==> src/rtl/int_to_fpu_if.sv <==
// Handshake and result bus between a requester and the int_to_fpu encoder.
// The requester drives start/int_in; the encoder returns busy/done and the encoded result.
interface int_to_fpu_if;
  logic        start;
  logic [31:0] int_in;
  logic        busy;
  logic        done;
  logic [31:0] data_out;
  logic [3:0]  status_out;

  modport master (
    output start,
    output int_in,
    input  busy,
    input  done,
    input  data_out,
    input  status_out
  );

  modport slave (
    input  start,
    input  int_in,
    output busy,
    output done,
    output data_out,
    output status_out
  );
endinterface

==> src/rtl/int_to_fpu.sv <==
// Signed 32-bit integer to {sign, exp[5:0], mant[24:0]} float encoder.
// Normalises one bit per clock, then rounds to nearest with ties away from zero.
module int_to_fpu #(
  parameter int BIAS = 31
) (
  input  logic        clock100KHz,
  input  logic        reset,
  int_to_fpu_if.slave bus
);

  localparam logic [3:0] STATUS_EXACT   = 4'b0001;
  localparam logic [3:0] STATUS_INEXACT = 4'b0010;
  localparam logic [5:0] EXP_START      = 6'(BIAS + 31);

  typedef enum logic [1:0] {
    IDLE,
    NORM,
    ROUND,
    DONE
  } state_t;

  state_t      state_reg;
  logic        sign_reg;
  logic [31:0] mag_reg;
  logic [5:0]  exp_reg;
  logic        busy_reg;
  logic        done_reg;
  logic [31:0] data_reg;
  logic [3:0]  status_reg;

  logic [25:0] round_sum;
  logic        sticky;
  logic [5:0]  exp_round;

  // Guard bit alone decides the increment; a carry out of the mantissa bumps the exponent.
  always_comb begin
    round_sum = {1'b0, mag_reg[30:6]} + {25'd0, mag_reg[5]};
    sticky    = |mag_reg[4:0];
    exp_round = exp_reg + {5'd0, round_sum[25]};
  end

  always_ff @(posedge clock100KHz or negedge reset) begin
    if (!reset) begin
      state_reg  <= IDLE;
      sign_reg   <= 1'b0;
      mag_reg    <= 32'd0;
      exp_reg    <= 6'd0;
      busy_reg   <= 1'b0;
      done_reg   <= 1'b0;
      data_reg   <= 32'd0;
      status_reg <= 4'd0;
    end else begin
      case (state_reg)
        IDLE: begin
          done_reg <= 1'b0;
          if (bus.start) begin
            busy_reg <= 1'b1;
            if (bus.int_in == 32'd0) begin
              data_reg   <= 32'd0;
              status_reg <= STATUS_EXACT;
              done_reg   <= 1'b1;
              state_reg  <= DONE;
            end else begin
              sign_reg  <= bus.int_in[31];
              // 0x80000000 negates to itself, which is the correct unsigned magnitude.
              mag_reg   <= bus.int_in[31] ? (~bus.int_in + 32'd1) : bus.int_in;
              exp_reg   <= EXP_START;
              state_reg <= NORM;
            end
          end
        end
        NORM: begin
          if (mag_reg[31]) begin
            state_reg <= ROUND;
          end else begin
            mag_reg <= {mag_reg[30:0], 1'b0};
            exp_reg <= exp_reg - 6'd1;
          end
        end
        ROUND: begin
          data_reg   <= {sign_reg, exp_round, round_sum[24:0]};
          status_reg <= (mag_reg[5] | sticky) ? STATUS_INEXACT : STATUS_EXACT;
          done_reg   <= 1'b1;
          state_reg  <= DONE;
        end
        DONE: begin
          done_reg  <= 1'b0;
          busy_reg  <= 1'b0;
          state_reg <= IDLE;
        end
        default: begin
          state_reg <= IDLE;
          busy_reg  <= 1'b0;
          done_reg  <= 1'b0;
        end
      endcase
    end
  end

  assign bus.busy       = busy_reg;
  assign bus.done       = done_reg;
  assign bus.data_out   = data_reg;
  assign bus.status_out = status_reg;

endmodule

==> src/flat_wrapper.sv <==
// flat-port wrapper written by rule: the top's interface ports become plain ports
module int_to_fpu_flat 
#(
  parameter int BIAS = 31
)
  (clock100KHz, reset, bus_start, bus_int_in, bus_busy, bus_done, bus_data_out, bus_status_out);
  int_to_fpu_if bus_i ();
  input  logic clock100KHz;
  input  logic reset;
  input wire logic [$bits(bus_i.start)-1:0] bus_start;
  input wire logic [$bits(bus_i.int_in)-1:0] bus_int_in;
  output wire logic [$bits(bus_i.busy)-1:0] bus_busy;
  output wire logic [$bits(bus_i.done)-1:0] bus_done;
  output wire logic [$bits(bus_i.data_out)-1:0] bus_data_out;
  output wire logic [$bits(bus_i.status_out)-1:0] bus_status_out;
  assign bus_i.start = bus_start;
  assign bus_i.int_in = bus_int_in;
  assign bus_busy = bus_i.busy;
  assign bus_done = bus_i.done;
  assign bus_data_out = bus_i.data_out;
  assign bus_status_out = bus_i.status_out;
  int_to_fpu #(.BIAS(BIAS)) u_core (.clock100KHz(clock100KHz), .reset(reset), .bus(bus_i));
endmodule
==> config.mk <==
export PLATFORM = sky130hd
export DESIGN_NAME = int_to_fpu_flat
export DESIGN_NICKNAME = d
export VERILOG_FILES = /design/src/rtl/int_to_fpu_if.sv /design/src/rtl/int_to_fpu.sv /design/src/flat_wrapper.sv
export SDC_FILE = /design/constraint.sdc
export NUM_CORES = 1
export LEC_CHECK = 0
export ABC_AREA = 1
export BUFFER_PORTS_ARGS = -buffer_cell sky130_fd_sc_hd__buf_2
export CAP_MARGIN = 20
export CELL_PAD_IN_SITES_DETAIL_PLACEMENT = 1
export CELL_PAD_IN_SITES_GLOBAL_PLACEMENT = 1
export CORE_MARGIN = 3
export CORE_UTILIZATION = 41
export DETAILED_ROUTE_END_ITERATION = 8
export PLACE_DENSITY = 0.82
export SKIP_LAST_GASP = 1
export SLEW_MARGIN = 25
export SYNTH_ARGS = -nofsm -noshare
export SYNTH_HDL_FRONTEND = slang
export SYNTH_SLANG_ARGS = --single-unit
==> constraint.sdc <==
create_clock -name clock100KHz -period 2.7 [get_ports clock100KHz]
set_input_delay 0.135 -clock clock100KHz [delete_from_list [all_inputs] [get_ports clock100KHz]]
set_output_delay 0.135 -clock clock100KHz [all_outputs]
set_load 0.01 [all_outputs]
Word level (Yosys, flattened, before mapping)

Index checks and enable logic that the tools add are counted.

Add/sub/neg operators: 4
Equality and inequality tests: 8
Multiplexer cells: 25
Bitwise operators: 3
Reductions and logical operators: 13

Operators by type and width:

| operator                | number |
|---|---|
| $mux W32                | 6 |
| $pmux W32 S2            | 2 |
| $add A32 B1 Y32 const B | 1 |
| $logic_not A32 Y1       | 1 |
| $not A32 Y32            | 1 |
| $add A25 B1 Y26         | 1 |
| $mux W6                 | 3 |
| $pmux W6 S2             | 1 |
| $reduce_and A3 Y1       | 3 |
| $mux W2                 | 4 |
| $mux W4                 | 2 |
| $pmux W2 S4             | 1 |
| $pmux W4 S2             | 1 |
| $add A6 B1 Y6           | 1 |
| $ne A2 B2 Y1 const B    | 3 |
| $reduce_bool A2 Y1      | 3 |
| $sub A6 B1 Y6 const B   | 1 |
| $reduce_or A5 Y1        | 1 |
| $eq A2 B2 Y1 const B    | 2 |
| $ne A2 B1 Y1 const B    | 2 |
| $reduce_and A2 Y1       | 2 |
| $reduce_and A4 Y1       | 1 |
| $mux W1                 | 3 |
| $pmux W1 S3             | 1 |
| 6 further kinds         | 6 |

Register bits: 79
Input port bits: 35
Output and inout bits: 38
Word-level logic and storage cells: 62

Depth between registers and ports, before layout

Gate-level depths: netlist of run 1.

Depth in word-level cells: 6
Depth in mapped cells: 15
Mapped depth without buffers: 15

Worst setup path before layout of run 1

No wires, ideal clock.

Path type: reg-to-reg
Start point: reg u_core.mag_reg[5]
End point: reg u_core.data_reg[29] (netlist: u_core.bus.data_out[29])
Arrival time: 2.364 ns
Required time: 2.635 ns
Path slack: 0.271 ns
Stages on the path, launching flop included: 16
Clock period less this slack: 2.429 ns
Path through: dfrtp_1 ha_1 nand3_1 nor2_1 nand3_1 nor2_1 nand3_1 nor4_1 ha_1 ha_1 nand2_1 o21ai_0 nand2_1 a31oi_1 nand2_1 nand2_1

Longest elaborated chain between the ends: 3

Ends and longest elaborated chain:

| element                | RTL line         | RTL |
|---|---|---|
| start, declared        | int_to_fpu.sv:24 | `logic [31:0] mag_reg;` |
| start signal, assigned | int_to_fpu.sv:66 | `mag_reg <= bus.int_in[31] ? (~bus.int_in + 32'd1) : bus.int_in;` |
| start signal, assigned | int_to_fpu.sv:76 | `mag_reg <= {mag_reg[30:0], 1'b0};` |
| $add A25 B1 Y26        | int_to_fpu.sv:37 | `round_sum = {1'b0, mag_reg[30:6]} + {25'd0, mag_reg[5]};` |
| $add A6 B1 Y6          | int_to_fpu.sv:39 | `exp_round = exp_reg + {5'd0, round_sum[25]};` |
| $pmux W32 S2           | int_to_fpu.sv:53 | `case (state_reg)` |
| end signal, assigned   | int_to_fpu.sv:81 | `data_reg <= {sign_reg, exp_round, round_sum[24:0]};` |
| end, declared          | int_to_fpu.sv:28 | `logic [31:0] data_reg;` |

No other way between the ends.
A chain may end at the register's enable or synchronous reset.

Worst setup path after layout of run 1

Ends and elaborated chain as after synthesis.

==> results of run 1 <==
[final cells by class]
cell class / count / area (sq um)
Clock buffer: 12 / 267
Fill cell: 1795 / 6480
Tap cell: 172 / 215
Timing Repair Buffer: 87 / 499
Clock inverter: 4 / 31.3
Sequential cell: 77 / 1930
Multi-Input combinational cell: 661 / 3080
Inverter: 87 / 328
[worst max-delay path, cell delays in order, from the launching register on]
cell and delay (ns):
dfrtp_2 0.43, ha_4 0.18, nand3_4 0.10, nor2_4 0.14, nand3_2 0.08, nor2_2 0.14
nand3_1 0.12, nor4_2 0.36, buf_4 0.18, ha_1 0.14, ha_1 0.16, nand2_1 0.07
o21ai_1 0.12, nand2_1 0.07, a31oi_1 0.16, nand2_1 0.07, nand2_1 0.08
[stage by stage]
stage	power, mW	setup TNS (ns)	hold WS [ns]	utilization (%)
after floorplan	4.43	0	-0.161	-
after global placement	5.34	0	0.353	46.5
after detailed placement	5.43	0	0.354	46.5
after CTS	6.65	0	0.109	48.9
after global routing	7.35	-0.207	0.127	49.5
final	6.71	0	0.108	49.5
[path summary, 6_finish.rpt]
kind / depth (start not counted) / slack [ns] / start / end
setup / recovery: 16 / 0.03 / u_core.mag_reg[5] / u_core.bus.data_out[29]
hold / removal: 3 / 0.11 / bus_int_in[0] / u_core.mag_reg[0]
setup reg to reg: 16 / 0.03 / u_core.mag_reg[5] / u_core.bus.data_out[29]
hold reg to reg: 2 / 0.46 / u_core.bus.data_out[16] / u_core.bus.data_out[16]
max in group asynchronous: 2 / 1.76 / reset / u_core.mag_reg[6]
min in group asynchronous: 2 / 0.42 / reset / u_core.bus.data_out[28]
[cell families after synthesis]
logic type	count (synthesis)	share of synthesized area (%)
compound gates	87	8.69
buf+inv	116	9.53
flops	77	35.2
xor+xnor	10	1.60
other cells	1	0.0685
simple gates	550	42.2
fa+ha+maj	12	2.74
[cell usage in the layout (no fill, tap or decap), drive strengths merged, types with 8 or more instances in the layout]
cell and count:
nand2 296, nor3 15, dfrtp 77, clkbuf 12
a21oi 30, ha 12, buf 86, nor2 143
nand4 8, nand3 80, xor2 10, o21ai 43
inv 85
[where the power goes]
group | leakage [nW] | total (mW) | switching, mW | internal [mW]
clock network | 0.137 | 1.18 | 0.478 | 0.699
registers | 0.962 | 2.12 | 0.447 | 1.68
logic | 2.29 | 3.41 | 2.28 | 1.13
total | 3.38 | 6.71 | 3.21 | 3.50
[layer usage]
layer	track usage (%)	routed length [microns]	up-vias
met5	0	0	-
met3	2.60	517	10
met4	4.69	160	0
li1	-	-	2830
met1	33.7	8260	2627
met2	36.7	7590	102
[what timing repair did]
action,CTS,global route
hold endpoints to repair,11,0
gates resized for setup,0,13
setup buffers,0,3
hold buffers,1,0
endpoints found under the setup margin,0,3
==> impl_metrics.json, run 1 <==
{
  "status": "completed",
  "yosys.area.top_type": "dfrtp_1",
  "die-area_sq_um": 14800,
  "nets": 970,
  "cap_violations": 0,
  "layout-drive-gt1-share_pct": 14.8,
  "path_max_fanout": 4,
  "synth_async_sr_flop_share_pct": 100,
  "post-dp-hpwl_microns": 12500,
  "drv_slew": 0,
  "root_buffer": "clkbuf_16",
  "synthMostInstantiatedCell": "nand2_1",
  "coreArea_sq_um": 12800,
  "synth.top_cell.area_share_pct": 35.2,
  "ant_nets": 0,
  "drt_iter0_drc": 325,
  "fin_crit_sh_pct": 98.9,
  "cts_tree": "done",
  "die_w_microns": 122,
  "vias_per_cell": 5.06,
  "boundaryPins": 73,
  "row_count": 41,
  "yosysWarnings": 0,
  "syn_avg_cell_area_sq_um": 6.42,
  "power_density_nw_per_um2": 1060,
  "die_h_microns": 122,
  "dp.cells": 1080,
  "finalHoldViolCount": 0,
  "drt-total-wl_microns": 16500,
  "finalNonFillerCells": 1100,
  "design_area_sq_um": 6350,
  "crit_arrival_ns": 2.94,
  "drtPass1Iterations": 5,
  "place_area_sq_um": 5960,
  "yosysUniqueCellTypes": 36,
  "synthFlopType": "dfrtp_1",
  "grt_usage_pct": 22.9,
  "timing_worst_setup_path_type": "reg2reg",
  "fmax_mhz": 375,
  "routedWlPerCell_microns": 15.0,
  "numCtsBuffers": 9,
  "synth-edff-count": 0,
  "htreeDepth": 3,
  "insertedDiodeCount": 0,
  "leakage_nw": 3.38,
  "overflow": 0,
  "post-place-ws_ns": 0.165,
  "synth_seq_cells": 77,
  "setup_ws_ns": 0.0304,
  "numClockSinks": 77,
  "cp.required_ns": 2.97,
  "io_buffers": 70,
  "drc": 0,
  "maxSlewHeadroom_pct": 52.3,
  "grt_pass1_vias": 5465,
  "hp-class": "in2reg",
  "place_congestion": 0.887,
  "synthesis.instances": 853,
  "vias": 5569,
  "cts_buffer_depth": 2,
  "ir_drop_uv": 492,
  "startpoint_type": "register",
  "start_util_pct": 42.7,
  "clk_pin_slew_worst_paths_ns": 0.06,
  "synth_commonest_cells": "nand2_1, nor2_1, inv_1",
  "skew_ns": 0.00987,
  "synth_seq_area_share_pct": 35.2,
  "period_minus_slack_ns": 2.67,
  "area.growth.synth_to_final_pct": 16.0,
  "grt_first_pass_wirelength_microns": 27300,
  "tightest_slew_ns": 0.716,
  "setup_viol": 0,
  "antenna_found_initial": 0,
  "grt_max_degree": 78,
  "synth_area_sq_um": 5470,
  "end_kind": "register",
  "synth_area_leaders": "dfrtp_1, nand2_1, nor2_1, nand3_1, inv_1",
  "clk_latency_ns": 0.34
}
(Power assumes the default switching activity.)
==> run 2, diff against run 1 <==
--- a/config.mk
+++ b/config.mk
@@ -6,14 +6,14 @@
 export NUM_CORES = 1
 export LEC_CHECK = 0
 export ABC_AREA = 1
-export BUFFER_PORTS_ARGS = -buffer_cell sky130_fd_sc_hd__buf_2
+export BUFFER_PORTS_ARGS = -buffer_cell sky130_fd_sc_hd__clkbuf_2
 export CAP_MARGIN = 20
 export CELL_PAD_IN_SITES_DETAIL_PLACEMENT = 1
 export CELL_PAD_IN_SITES_GLOBAL_PLACEMENT = 1
 export CORE_MARGIN = 3
-export CORE_UTILIZATION = 41
+export CORE_UTILIZATION = 37
 export DETAILED_ROUTE_END_ITERATION = 8
-export PLACE_DENSITY = 0.82
+export PLACE_DENSITY = 0.78
 export SKIP_LAST_GASP = 1
 export SLEW_MARGIN = 25
 export SYNTH_ARGS = -nofsm -noshare
==> constraint.sdc (replaced) <==
create_clock -name clock100KHz -period 2.2 [get_ports clock100KHz]
set_input_delay 0.11 -clock clock100KHz [delete_from_list [all_inputs] [get_ports clock100KHz]]
set_output_delay 0.11 -clock clock100KHz [all_outputs]
set_load 0.01 [all_outputs]
==> run 2 against run 1 <==
Count of clock-buffer cells in the layout increased by 2. Maximum frequency increased by 16%. Sequential cell count unchanged. Die area increased by 10%. Sequential power increased by 18%. The run now ends with setup timing left. Global-route usage decreased by 0.11 points. Critical path type unchanged. Final cell count increased by 5.5%. Combinational power increased by 47%. Non-clock buffer count increased by 53.
==> impl_metrics.json, run 2 (synthesis results as in run 1) <==
{
  "design_area_sq_um": 6840,
  "routedWlPerCell_microns": 15.8,
  "crit_arrival_ns": 2.59,
  "clk_pin_slew_worst_paths_ns": 0.06,
  "grt_usage_pct": 22.8,
  "fin_crit_sh_pct": 105,
  "ir_drop_uv": 552,
  "rsz0062_at_grt": "true",
  "row_count": 43,
  "fmax_mhz": 433,
  "timing_worst_setup_path_type": "reg2reg",
  "antenna_found_initial": 0,
  "drtPass1Iterations": 7,
  "startpoint": "u_core.mag_reg[5]",
  "end_kind": "register",
  "violations": "setup timing",
  "die_w_microns": 128,
  "nets": 1023,
  "ant_nets": 0,
  "drc": 0,
  "r2r_cells": 15,
  "vias_per_cell": 5.08,
  "power_density_nw_per_um2": 1300,
  "cts_tree": "done",
  "finalHoldViolCount": 0,
  "startpoint_type": "register",
  "leakage_nw": 3.65,
  "boundaryPins": 73,
  "drt_iter0_drc": 312,
  "die_h_microns": 128,
  "die-area_sq_um": 16300,
  "clk_latency_ns": 0.34,
  "layout-drive-gt1-share_pct": 19.8,
  "skew_ns": 0.00719,
  "grt_first_pass_wirelength_microns": 30100,
  "grt_max_degree": 43,
  "numCtsBuffers": 9,
  "hp-class": "in2reg",
  "place_congestion": 0.868,
  "drv_slew": 0,
  "cts_buffer_depth": 2,
  "cp.required_ns": 2.48,
  "setup_ws_ns": -0.111,
  "fill_cells": 1914,
  "numClockSinks": 77,
  "drt-total-wl_microns": 18400,
  "status": "complete, but fails checks",
  "seqCellArea_sq_um": 1930,
  "multi_input_area_sq_um": 3150,
  "grt_pass1_vias": 5903,
  "start_util_pct": 38.7,
  "root_buffer": "clkbuf_16",
  "htreeDepth": 3,
  "path_max_fanout": 2,
  "insertedDiodeCount": 0,
  "fin_util_pct": 48.4,
  "place_area_sq_um": 6310,
  "reg2reg_to": "u_core.bus.data_out[29]",
  "vias": 5887,
  "overflow": 0,
  "period_minus_slack_ns": 2.31,
  "rrSetupSlack_ns": -0.11,
  "coreArea_sq_um": 14100,
  "r2r_start": "u_core.mag_reg[5]",
  "critPathCapture": "u_core.bus.data_out[29]",
  "layout_commonest_cell": "nand2_1",
  "area.growth.synth_to_final_pct": 25.1,
  "cap_violations": 0,
  "final_cell_mix": "nand2_1, nor2_1, inv_1",
  "setup_viol": 2,
  "io_buffers": 70,
  "post-dp-hpwl_microns": 13600
}
-- run 2: cell count changes in the layout (fill, tap and decap cells not counted), moves of 2 or more --
cell	previous run	this run
nor2_4	5	7
buf_4	15	65
nand3_2	3	5
nand3_1	76	73
ha_1	11	9
nor2_2	10	8
clkbuf_1	0	2
clkinvlp_4	3	0
clkbuf_2	0	69
buf_12	1	4
buf_2	69	0
-- run 2: area by class of cell --
type                    instances  share of cell area, %
multi-input cells             661                   46.0
flip-flops and latches         77                   28.2
repair buffers                140                   13.7
inverters                      87                   4.83
clock buffers                  14                   4.00
well taps                     180                   3.29
clock inverters                 1                 0.0731
-- run 2: metrics by stage --
step | instances | hold slack [ns] | worst slack (ns) | power (mW) | setup TNS [ns]
floorplan | 854 | -0.186 | -0.0689 | 5.46 | -0.0689
global placement | 1125 | 0.100 | -0.124 | 7.09 | -0.187
detailed placement | 1125 | 0.107 | -0.336 | 7.27 | -0.636
CTS | 1150 | 0.100 | -0.263 | 8.80 | -0.524
global route | 1160 | 0.138 | -0.239 | 9.73 | -0.703
finish | 1160 | 0.0806 | -0.111 | 8.93 | -0.167
-- run 2: per-layer routing --
| layer | GRT usage (%) | vias up | share of wire, % |
|---|---|---|---|
| met1 | 32.7 | 2795 | 48 |
| met4 | 6.12 | 0 | 1.3 |
| li1 | - | 2951 | - |
| met2 | 36.8 | 122 | 47 |
| met3 | 2.42 | 19 | 3.7 |
| met5 | 0 | - | 0 |
-- run 2: worst min-delay path by stage --
stage | from | end | slack, ns | cells after the start
floorplan | reset | u_core.bus.busy | -0.19 | 0
global placement | reset | u_core.bus.status_out[0] | 0.10 | 1
detailed placement | reset | u_core.bus.status_out[0] | 0.11 | 1
CTS | bus_int_in[0] | u_core.mag_reg[0] | 0.10 | 3
global route | bus_int_in[0] | u_core.mag_reg[0] | 0.14 | 3
finish | bus_int_in[0] | u_core.mag_reg[0] | 0.08 | 3
-- run 2: critical path, stage by stage, from the launching register on --
cell     delay [ns]
dfrtp_1        0.39
ha_4           0.17
nand3_4        0.07
nor2_4         0.12
nand3_4        0.09
nor2_4         0.10
nand3_2        0.09
nor4_4         0.21
ha_2           0.26
ha_4           0.15
nand2_4        0.06
o21ai_2        0.14
nand2_1        0.07
a31oi_1        0.17
nand2_1        0.07
nand2_1        0.06
-- run 2: repair_timing --
item / CTS / global route
gates resized for setup: 11 / 11
endpoints found under the hold margin: 33 / 0
hold buffers: 1 / 0
pin swaps: 11 / 10
buffers inserted: 9 / 10
endpoints found under the setup margin: 4 / 33
-- run 2: report_power, final --
part / internal (mW) / leakage (nW) / switching [mW] / total, mW
sequential: 2.06 / 0.963 / 0.441 / 2.50
clock: 0.850 / 0.139 / 0.574 / 1.42
combinational: 1.84 / 2.54 / 3.17 / 5.00
total: 4.74 / 3.65 / 4.18 / 8.93
==> run 3, diff against run 2 <==
--- a/config.mk
+++ b/config.mk
@@ -11,9 +11,9 @@
 export CELL_PAD_IN_SITES_DETAIL_PLACEMENT = 1
 export CELL_PAD_IN_SITES_GLOBAL_PLACEMENT = 1
 export CORE_MARGIN = 3
-export CORE_UTILIZATION = 37
+export CORE_UTILIZATION = 41
 export DETAILED_ROUTE_END_ITERATION = 8
-export PLACE_DENSITY = 0.78
+export PLACE_DENSITY = 0.82
 export SKIP_LAST_GASP = 1
 export SLEW_MARGIN = 25
 export SYNTH_ARGS = -nofsm -noshare
==> constraint.sdc (replaced) <==
create_clock -name clock100KHz -period 2.5 [get_ports clock100KHz]
set_input_delay 0.125 -clock clock100KHz [delete_from_list [all_inputs] [get_ports clock100KHz]]
set_output_delay 0.125 -clock clock100KHz [all_outputs]
set_load 0.01 [all_outputs]
==> run 3 against run 2 <==
The run still ends with setup timing left. Sequential power fell by 8%. Cell area fell by 5.3%. Via count fell by 3.1%. Count of clock-buffer cells in the layout fell by 2. First-iteration DRC count rose by 1.9%. Global-route usage rose by 0.64 points.
==> impl_metrics.json, run 3 (synthesis results as in run 1) <==
{
  "cts_tree": "done",
  "finalHoldViolCount": 0,
  "setup_ws_ns": -0.0638,
  "htreeDepth": 3,
  "grt_usage_pct": 23.5,
  "drc": 0,
  "violations": "setup timing",
  "skew_ns": 0.00997,
  "p_clk_share_pct": 19.9,
  "row_count": 41,
  "period_minus_slack_ns": 2.56,
  "seqPwrFrac_pct": 30.5,
  "crit_buf_inv": 1,
  "end_kind": "register",
  "die_h_microns": 122,
  "p_int_mw": 4.06,
  "ant_nets": 0,
  "rrSetupSlack_ns": -0.06,
  "overflow": 0,
  "io_buffers": 70,
  "cap_violations": 0,
  "drt_iter0_drc": 318,
  "start_util_pct": 42.7,
  "fill_cells": 1789,
  "cp_top_family": "simple AND/OR/NAND/NOR gates",
  "finalNonFillerCells": 1106,
  "coreArea_sq_um": 12800,
  "vias_per_cell": 5.16,
  "crit_arrival_ns": 2.84,
  "nets": 976,
  "maxSlewHeadroom_pct": 51.4,
  "layout_commonest_cell": "nand2_1",
  "swShare_pct": 46.5,
  "drv_slew": 0,
  "place_congestion": 0.892,
  "slowest_stage": "dfrtp_1",
  "tightest_slew_ns": 0.730,
  "drt-total-wl_microns": 17200,
  "crit_chain": "ha_4, nand3_4, nor2_4, nand3_2, nor2_2, nand3_1, nor4_1, buf_4, ha_4, ha_4, nand2_2, o21ai_1, nand2_1, a31oi_1, nand2_1, nand2_1",
  "design_area_sq_um": 6480,
  "cpPeakStageDelay_ns": 0.43,
  "post-dp-hpwl_microns": 12800,
  "routedWlPerCell_microns": 15.6,
  "dp.cells": 1084,
  "die_w_microns": 122,
  "root_buffer": "clkbuf_16",
  "clk_latency_ns": 0.34,
  "leakage_nw": 3.42,
  "power.share.combinational_pct": 49.6,
  "timing_worst_setup_path_type": "reg2reg",
  "fin_crit_sh_pct": 103,
  "final_cell_mix": "nand2_1, nor2_1, inv_1",
  "p_sw_mw": 3.52,
  "path_max_fanout": 3,
  "grt_pass1_vias": 5651,
  "area.growth.synth_to_final_pct": 18.4,
  "place_area_sq_um": 5990,
  "cp.required_ns": 2.78,
  "clk_pin_slew_worst_paths_ns": 0.06,
  "boundaryPins": 73,
  "status": "complete, but fails checks",
  "fmax_mhz": 390,
  "grt_first_pass_wirelength_microns": 27900,
  "grt_max_degree": 78,
  "die-area_sq_um": 14800,
  "ir_drop_uv": 480,
  "rsz0062_at_grt": "true",
  "antenna_found_initial": 0,
  "layout-drive-gt1-share_pct": 15.5,
  "startpoint_type": "register",
  "vias": 5704,
  "insertedDiodeCount": 0,
  "hp-class": "in2reg",
  "setup_viol": 2,
  "power_density_nw_per_um2": 1170,
  "drtPass1Iterations": 4,
  "numCtsBuffers": 9,
  "numClockSinks": 77,
  "cts_buffer_depth": 2
}
-- run 3: path summary, 6_finish.rpt --
kind                                   startpoint                  endpoint  cells past startpoint
max                             u_core.mag_reg[6]   u_core.bus.data_out[29]                     16
min                                 bus_int_in[0]         u_core.mag_reg[0]                      3
max reg2reg                     u_core.mag_reg[6]   u_core.bus.data_out[29]                     16
min reg2reg                u_core.bus.data_out[9]    u_core.bus.data_out[9]                      2
max in group asynchronous                   reset        u_core.mag_reg[19]                      2
min in group asynchronous                   reset  u_core.bus.status_out[0]                      2
-- run 3: what timing repair did --
action | in CTS | in global routing
hold buffers | 1 | 0
endpoints found under the hold margin | 38 | 0
setup buffers | 0 | 5
endpoints found under the setup margin | 0 | 4
gates resized for setup | 0 | 20
-- run 3: power groups by stage --
stage | Sequential (mW) | Clock (mW) | Combinational [mW]
after detailed placement | 2.27 | 0 | 3.64
after global routing | 2.39 | 1.58 | 4.29
after CTS | 2.27 | 1.52 | 3.68
after global placement | 2.23 | 0 | 3.55
after floorplan | 2.28 | 0 | 2.51
final | 2.31 | 1.51 | 3.76
-- run 3: layout make-up --
| cell class | instances | area [sq um] | area share (%) |
|---|---|---|---|
| Timing Repair Buffer | 93 | 544 | 8.40 |
| Clock inverter | 4 | 95.1 | 1.47 |
| Clock buffer | 12 | 246 | 3.80 |
| Sequential cell | 77 | 1930 | 29.7 |
| Inverter | 87 | 328 | 5.06 |
| Multi-Input combinational cell | 661 | 3130 | 48.2 |
| Tap cell | 172 | 215 | 3.32 |
-- run 3: layer usage --
metal / routed length [microns] / global-route usage, % / part of all wire [%]
met5: 0 / 0 / 0
met4: 206 / 7.49 / 1.2
met3: 741 / 1.81 / 4.3
met2: 8170 / 38.1 / 47
met1: 8080 / 33.4 / 47
-- run 3: metrics by stage --
step                      total power, mW  setup TNS (ns)  utilization [%]  hold WS (ns)  setup WS (ns)
final                                7.58          -0.127             50.5        0.0686        -0.0638
after floorplan                      4.79               0                -        -0.171         0.0707
after global routing                 8.26          -0.712             50.5         0.112         -0.252
after CTS                            7.46               0             49.5        0.0707        0.00552
after global placement               5.78               0             46.7         0.348          0.146
after detailed placement             5.91               0             46.7         0.353        0.00404
-- run 3: worst reg2reg max path, delay by kind of cell, from the launching register on --
kind                     cells  cell delay, ns
adder cells (fa/ha/maj)      3            0.44
flip-flops                   1            0.43
AND/OR/NAND/NOR             10            1.13
AO/OA/AOI/OAI                2            0.31
buffers and inverters        1            0.18
